## src/rtl/wht_pkg.sv

```systemverilog
// Shared constants and helpers for the 4x4 Walsh-Hadamard transform.
package wht_pkg;

    localparam int ROWS = 4;

    // Bit k of entry i is set where H4[i][k] = -1 (natural/Sylvester order).
    localparam logic [ROWS-1:0] H4_NEG [ROWS] = '{4'b0000, 4'b1010, 4'b1100, 4'b0110};

    // Sign-extend the low w bits of v to 32 bits.
    function automatic logic signed [31:0] sext(input logic [31:0] v, input int w);
        logic signed [31:0] r;
        r = v;
        for (int b = 0; b < 32; b++) begin
            if (b >= w) r[b] = v[w-1];
        end
        return r;
    endfunction

endpackage

```

## src/rtl/wht_1d4.sv

```systemverilog
// Combinational 4-point Walsh-Hadamard butterfly: y = H4 * x.
// Inputs sign-extended to OUT_W before add/sub; results wrap if OUT_W is too
// narrow. OUT_W must not exceed 32.
module wht_1d4 import wht_pkg::*; #(
    parameter int IN_W  = 9,
    parameter int OUT_W = 11
) (
    input  logic [ROWS*IN_W-1:0]  x,
    output logic [ROWS*OUT_W-1:0] y
);

    logic signed [OUT_W-1:0] acc;
    logic signed [OUT_W-1:0] term;

    // Signed sum of the four inputs under each H4 sign row.
    always_comb begin
        y    = '0;
        acc  = '0;
        term = '0;
        for (int i = 0; i < ROWS; i++) begin
            acc = '0;
            for (int k = 0; k < ROWS; k++) begin
                term = OUT_W'(sext(32'(x[k*IN_W +: IN_W]), IN_W));
                acc  = H4_NEG[i][k] ? acc - term : acc + term;
            end
            y[i*OUT_W +: OUT_W] = acc;
        end
    end

endmodule

```

## src/rtl/wht_2d_4x4.sv

```systemverilog
// Streaming unnormalised 4x4 2-D Walsh-Hadamard transform, Z = H4 * X * H4.
// One input row per valid cycle; the row transform is stored in a ping-pong
// bank, and each completed block is read out as a 4-row burst through the
// column butterflies.
// Optional build macro: WHT_2D_OUTREG_EN adds one extra output register stage
// (pix_out0..3 and pix_ovalid), increasing latency by one cycle.
module wht_2d_4x4 import wht_pkg::*; #(
    parameter int WIDTH0 = 9,
    parameter int WIDTH1 = 11,
    parameter int WIDTH2 = 13
) (
    input  logic                     clk,
    input  logic                     rst_n,
    input  logic [4*WIDTH0-1:0]      blk_i,
    input  logic                     blk_valid,
    output logic signed [WIDTH2-1:0] pix_out0,
    output logic signed [WIDTH2-1:0] pix_out1,
    output logic signed [WIDTH2-1:0] pix_out2,
    output logic signed [WIDTH2-1:0] pix_out3,
    output logic                     pix_ovalid
);

    logic [ROWS*WIDTH1-1:0]   row_y;
    logic [ROWS*WIDTH1-1:0]   bank_q [2][ROWS];
    logic [1:0]               wr_row_q;
    logic                     wr_bank_q;
    logic                     rd_bank_q;
    logic                     busy_q;
    logic [1:0]               out_row_q;
    logic                     start;
    logic signed [WIDTH2-1:0] z_row [ROWS];
    logic signed [WIDTH2-1:0] pix_p0 [ROWS];
    logic                     vld_p0;

    assign start = blk_valid && (wr_row_q == 2'd3);

    wht_1d4 #(.IN_W(WIDTH0), .OUT_W(WIDTH1)) u_row (.x(blk_i), .y(row_y));

    // Row stage: store the transformed input row into the write bank.
    always_ff @(posedge clk) begin
        if (blk_valid) bank_q[wr_bank_q][wr_row_q] <= row_y;
    end

    // Row/bank bookkeeping and output burst sequencing.
    always_ff @(posedge clk or negedge rst_n) begin
        if (!rst_n) begin
            wr_row_q  <= 2'd0;
            wr_bank_q <= 1'b0;
            rd_bank_q <= 1'b0;
            busy_q    <= 1'b0;
            out_row_q <= 2'd0;
        end else begin
            if (blk_valid) begin
                wr_row_q <= wr_row_q + 2'd1;
                if (wr_row_q == 2'd3) wr_bank_q <= ~wr_bank_q;
            end
            if (start) begin
                busy_q    <= 1'b1;
                out_row_q <= 2'd0;
                rd_bank_q <= wr_bank_q;
            end else if (busy_q) begin
                out_row_q <= out_row_q + 2'd1;
                if (out_row_q == 2'd3) busy_q <= 1'b0;
            end
        end
    end

    // Column stage: one butterfly per column, element picked by output row.
    for (genvar j = 0; j < ROWS; j++) begin : g_col
        logic [ROWS*WIDTH1-1:0] cx;
        logic [ROWS*WIDTH2-1:0] cz;

        // Gather column j of the bank being read out.
        always_comb begin
            cx = '0;
            for (int k = 0; k < ROWS; k++) begin
                cx[k*WIDTH1 +: WIDTH1] = bank_q[rd_bank_q][k][j*WIDTH1 +: WIDTH1];
            end
        end

        wht_1d4 #(.IN_W(WIDTH1), .OUT_W(WIDTH2)) u_col (.x(cx), .y(cz));

        assign z_row[j] = cz[int'(out_row_q)*WIDTH2 +: WIDTH2];
    end

    // ---- stage p0: output register, holds last row outside a burst ----
    always_ff @(posedge clk or negedge rst_n) begin
        if (!rst_n) begin
            vld_p0 <= 1'b0;
            pix_p0 <= '{default: '0};
        end else begin
            vld_p0 <= busy_q;
            if (busy_q) pix_p0 <= z_row;
        end
    end

`ifdef WHT_2D_OUTREG_EN
    logic signed [WIDTH2-1:0] pix_p1 [ROWS];
    logic                     vld_p1;

    // ---- stage p1: extra output register ----
    always_ff @(posedge clk or negedge rst_n) begin
        if (!rst_n) begin
            vld_p1 <= 1'b0;
            pix_p1 <= '{default: '0};
        end else begin
            vld_p1 <= vld_p0;
            pix_p1 <= pix_p0;
        end
    end

    assign pix_out0   = pix_p1[0];
    assign pix_out1   = pix_p1[1];
    assign pix_out2   = pix_p1[2];
    assign pix_out3   = pix_p1[3];
    assign pix_ovalid = vld_p1;
`else
    assign pix_out0   = pix_p0[0];
    assign pix_out1   = pix_p0[1];
    assign pix_out2   = pix_p0[2];
    assign pix_out3   = pix_p0[3];
    assign pix_ovalid = vld_p0;
`endif

endmodule

```

## config.mk

```make
export PLATFORM = sky130hd
export DESIGN_NAME = wht_2d_4x4
export DESIGN_NICKNAME = d
export VERILOG_FILES = /design/src/rtl/wht_pkg.sv /design/src/rtl/wht_1d4.sv /design/src/rtl/wht_2d_4x4.sv
export SDC_FILE = /design/constraint.sdc
export NUM_CORES = 1
export LEC_CHECK = 0
export CAP_MARGIN = 20
export CORE_MARGIN = 3
export CORE_UTILIZATION = 36
export DETAILED_ROUTE_END_ITERATION = 16
export HOLD_SLACK_MARGIN = 0.06
export SYNTH_ARGS = -nofsm -noshare
export SYNTH_HDL_FRONTEND = slang
export SYNTH_HIERARCHICAL = 1
export SYNTH_SLANG_ARGS = --single-unit
```

## constraint.sdc

```tcl
create_clock -name clk -period 5.58 [get_ports clk]
set_input_delay 1.116 -clock clk [delete_from_list [all_inputs] [get_ports clk]]
set_output_delay 1.116 -clock clk [all_outputs]
set_load 0.02 [all_outputs]
```

==> out/metrics.csv <==
stage,metric,value,unit
setup_path,r2r setup slk,0.32,ns
placed_design,hpwl dp,76800,µm
floorplan,# IOs,92,
timing,Clock Skew,0.0256,ns
setup_path,Crit Path Class,reg2reg,
timing,Worst-Margin Slew,0.917,ns
floorplan,# rows,119,
detailed_routing,Antenna Nets Post-Route,0,
clock_network,"Reg clk slew, reported paths",0.07,ns
setup_path,CP top delay family,compound AO/OA/AOI/OAI gates,
clock_network,Bufs on Longest Clock Path,3,
detailed_routing,via count,26500,
synth,synth top area cells,"edfxtp_1 27%, fa_1 13%, ha_1 11%, inv_1 5.4%, mux2_4 5.0%",
synth,ys async rst share,0.146,
setup_path,worst path bufs/invs,6,
floorplan,Die ar.,112000,µm²
setup_path,"Slowest-stage cell, CP",dfrtp_4,
timing,headroom to the max-slew limit,0.389,
hold_path,HP Class,in2async,
finish,layout cells sized above 1,0.120,
finish,layout-stage area growth over the synthesis result,12.4,%
synth,leading area contributor after synthesis,edfxtp_1,
timing,# setup viols final,0,
floorplan,Die X,334,µm
global_routing,first-pass GRT wire length,151000,µm
timing,Final Cycle Share,0.942,
synth,most frequent cell after synthesis,inv_1,
placed_design,quantity of I/O buffers inserted on ports,91,
synth,synth cell count leaders,"559 x inv_1, 352 x edfxtp_1, 351 x ha_1, 247 x fa_1, 197 x a21oi_1",
placed_design,routability-driven placement congestion ratio,0.890,
timing,RSZ-0062 raised after global routing,false,
detailed_routing,average routed wire per standard cell,18.8,µm
setup_path,crit-path max FO,14,
floorplan,Starting Density,0.365,
finish,Total Nets Final,4397,
clock_network,CTS tree,done,
global_routing,pin count of the biggest net entering global routing,80,
synth,top_reg_cell synth,edfxtp_1,
synth,"Warnings, synthesis",6,
detailed_routing,First DRT Iteration DRCs,1717,
synth,syn nets,4210,
synth,Syn Inst Count,3573,
synth,Mapped Area,38800,µm²
global_routing,initial antenna violation count,7,
floorplan,chip height,334,µm
placed_design,Post-Place Setup Slack,-0.0940,ns
clock_network,root buffer cell,clkbuf_16,
clock_network,worst skew pair latency,0.62,ns
detailed_routing,Remaining DRCs,0,
synth,"Distinct cells, synth",98,
run_status,status,completed,
detailed_routing,drt pass-1 iters,6,
clock_network,cts hold-fix bufs,0,
timing,Tmin final,5.26,ns
synth,"FF+latch count, synth",412,
flow_run,max cap viols,0,
synth,Post-synth EDFFs,352,
setup_path,critical-path cell list,buf_12 -> buf_12 -> mux2_4 -> inv_1 -> ha_1 -> inv_1 -> fa_1 -> a21o_1 -> a2111oi_4 -> o21bai_1 -> a21oi_1 -> xnor2_1 -> fa_1 -> inv_1 -> ha_1 -> a21o_1 -> a21oi_1 -> o31ai_1 -> buf_4 -> a21oi_1 -> xnor2_1 -> mux2i_1 -> o221ai_1,
setup_path,"Req. time, crit path",6.05,ns
setup_path,WP data arrival,5.73,ns
timing,Final Slew Violations,0,
setup_path,Critical Path Sink Type,flop,
detailed_routing,final WL,97600,µm
clock_network,Sink Count,412,
global_routing,GRT Residual Overflow,0,
setup_path,launching element type of the critical path,flop,
timing,final setup margin,0.321,ns
clock_network,total CTS buffers,48,
timing,FMAX,190,MHz
setup_path,Max stage delay on crit path,0.50,ns
detailed_routing,DR vias/cell,5.11,
clock_network,htree depth,2,
synth,syn avg cell area,10.9,µm²
floorplan,Core Box Area,106000,µm²
timing,Final Hold Viols,0,
global_routing,GRT Overall Usage,0.172,
global_routing,vias in the first global route,26600,
synth,Yosys top cell area share,0.272,
synth,register area share after synthesis,0.311,
[sequential cells by signal, summed over array words and instances (netlist names)]
register,flops
pix_out3,13
pix_out2,13
wr_row_q,2
wr_bank_q,1
busy_q,1
pix_out1,13
bank_q,352
rd_bank_q,1
out_row_q,2
pix_ovalid,1
pix_out0,13
[layout make-up]
class,instances,area [µm²]
Antenna cell,2,5.00
Tap cell,1391,1740
Clock inverter,30,373
Timing Repair Buffer,230,2040
Clock buffer,57,1250
Multi-Input combinational cell,2508,24000
Fill cell,10200,62600
Sequential cell,412,12100
Inverter,560,2100
[cell families after synthesis]
group | share of synthesized area
AOI/OAI and AO/OA | 0.139
xor gates and xnor gates | 0.0713
adders and majority gates | 0.241
buffers and inverters | 0.0716
DFF | 0.311
muxes | 0.0925
and+or+nand+nor | 0.0739
[layer usage]
layer	GRT usage	vias up	routed length (µm)
met5	0	-	27
met4	0.0398	4	2150
met3	0.0243	117	4270
met2	0.286	558	45400
met1	0.236	13000	45700
li1	-	12800	-
[per-stage QoR]
| step | utilization | TNS (ns) | hold slack (ns) | std cells | cell area [µm²] |
|---|---|---|---|---|---|
| after global routing | 0.411 | 0 | 0.517 | 5188 | 43600 |
| after CTS | 0.410 | 0 | 0.498 | 5178 | 43500 |
| after global placement | 0.394 | -0.524 | 0.478 | 5090 | 41800 |
| final | 0.411 | 0 | 0.492 | 5190 | 43600 |
| after floorplan | - | 0 | 0.394 | 3573 | 38800 |
| after detailed placement | 0.394 | -2.83 | 0.479 | 5091 | 41900 |
[placed cells by master (no fill, tap or decap), types with 124 or more instances in the layout]
cell type | synthesis | routed
fa_1 | 247 | 247
inv_1 | 559 | 559
a21oi_1 | 197 | 197
ha_1 | 351 | 351
nor2_1 | 142 | 138
edfxtp_1 | 352 | 352
xnor2_1 | 192 | 191
buf_4 | 14 | 133
mux2_4 | 129 | 129
xor2_1 | 124 | 124
[final timing paths]
path / from / endpoint / depth (start not counted)
max: rd_bank_q / pix_out0[11] / 23
min: rst_n / pix_out1[8] / 1
max reg2reg: rd_bank_q / pix_out0[11] / 23
min reg2reg: pix_out2[5] / pix_out2[5] / 2
max in group asynchronous: rst_n / out_row_q[0] / 2
min in group clk: pix_out2[5] / pix_out2[5] / 2
[repair_timing]
| action | 4_1_cts | 5_1_grt |
|---|---|---|
| gates resized for setup | 0 | 1 |
| setup endpoints to repair | 0 | 4 |
| buffers inserted | 0 | 10 |
Power is not shown: default switching activity piles up to over one toggle a cycle in this logic, so the estimate is an artifact.
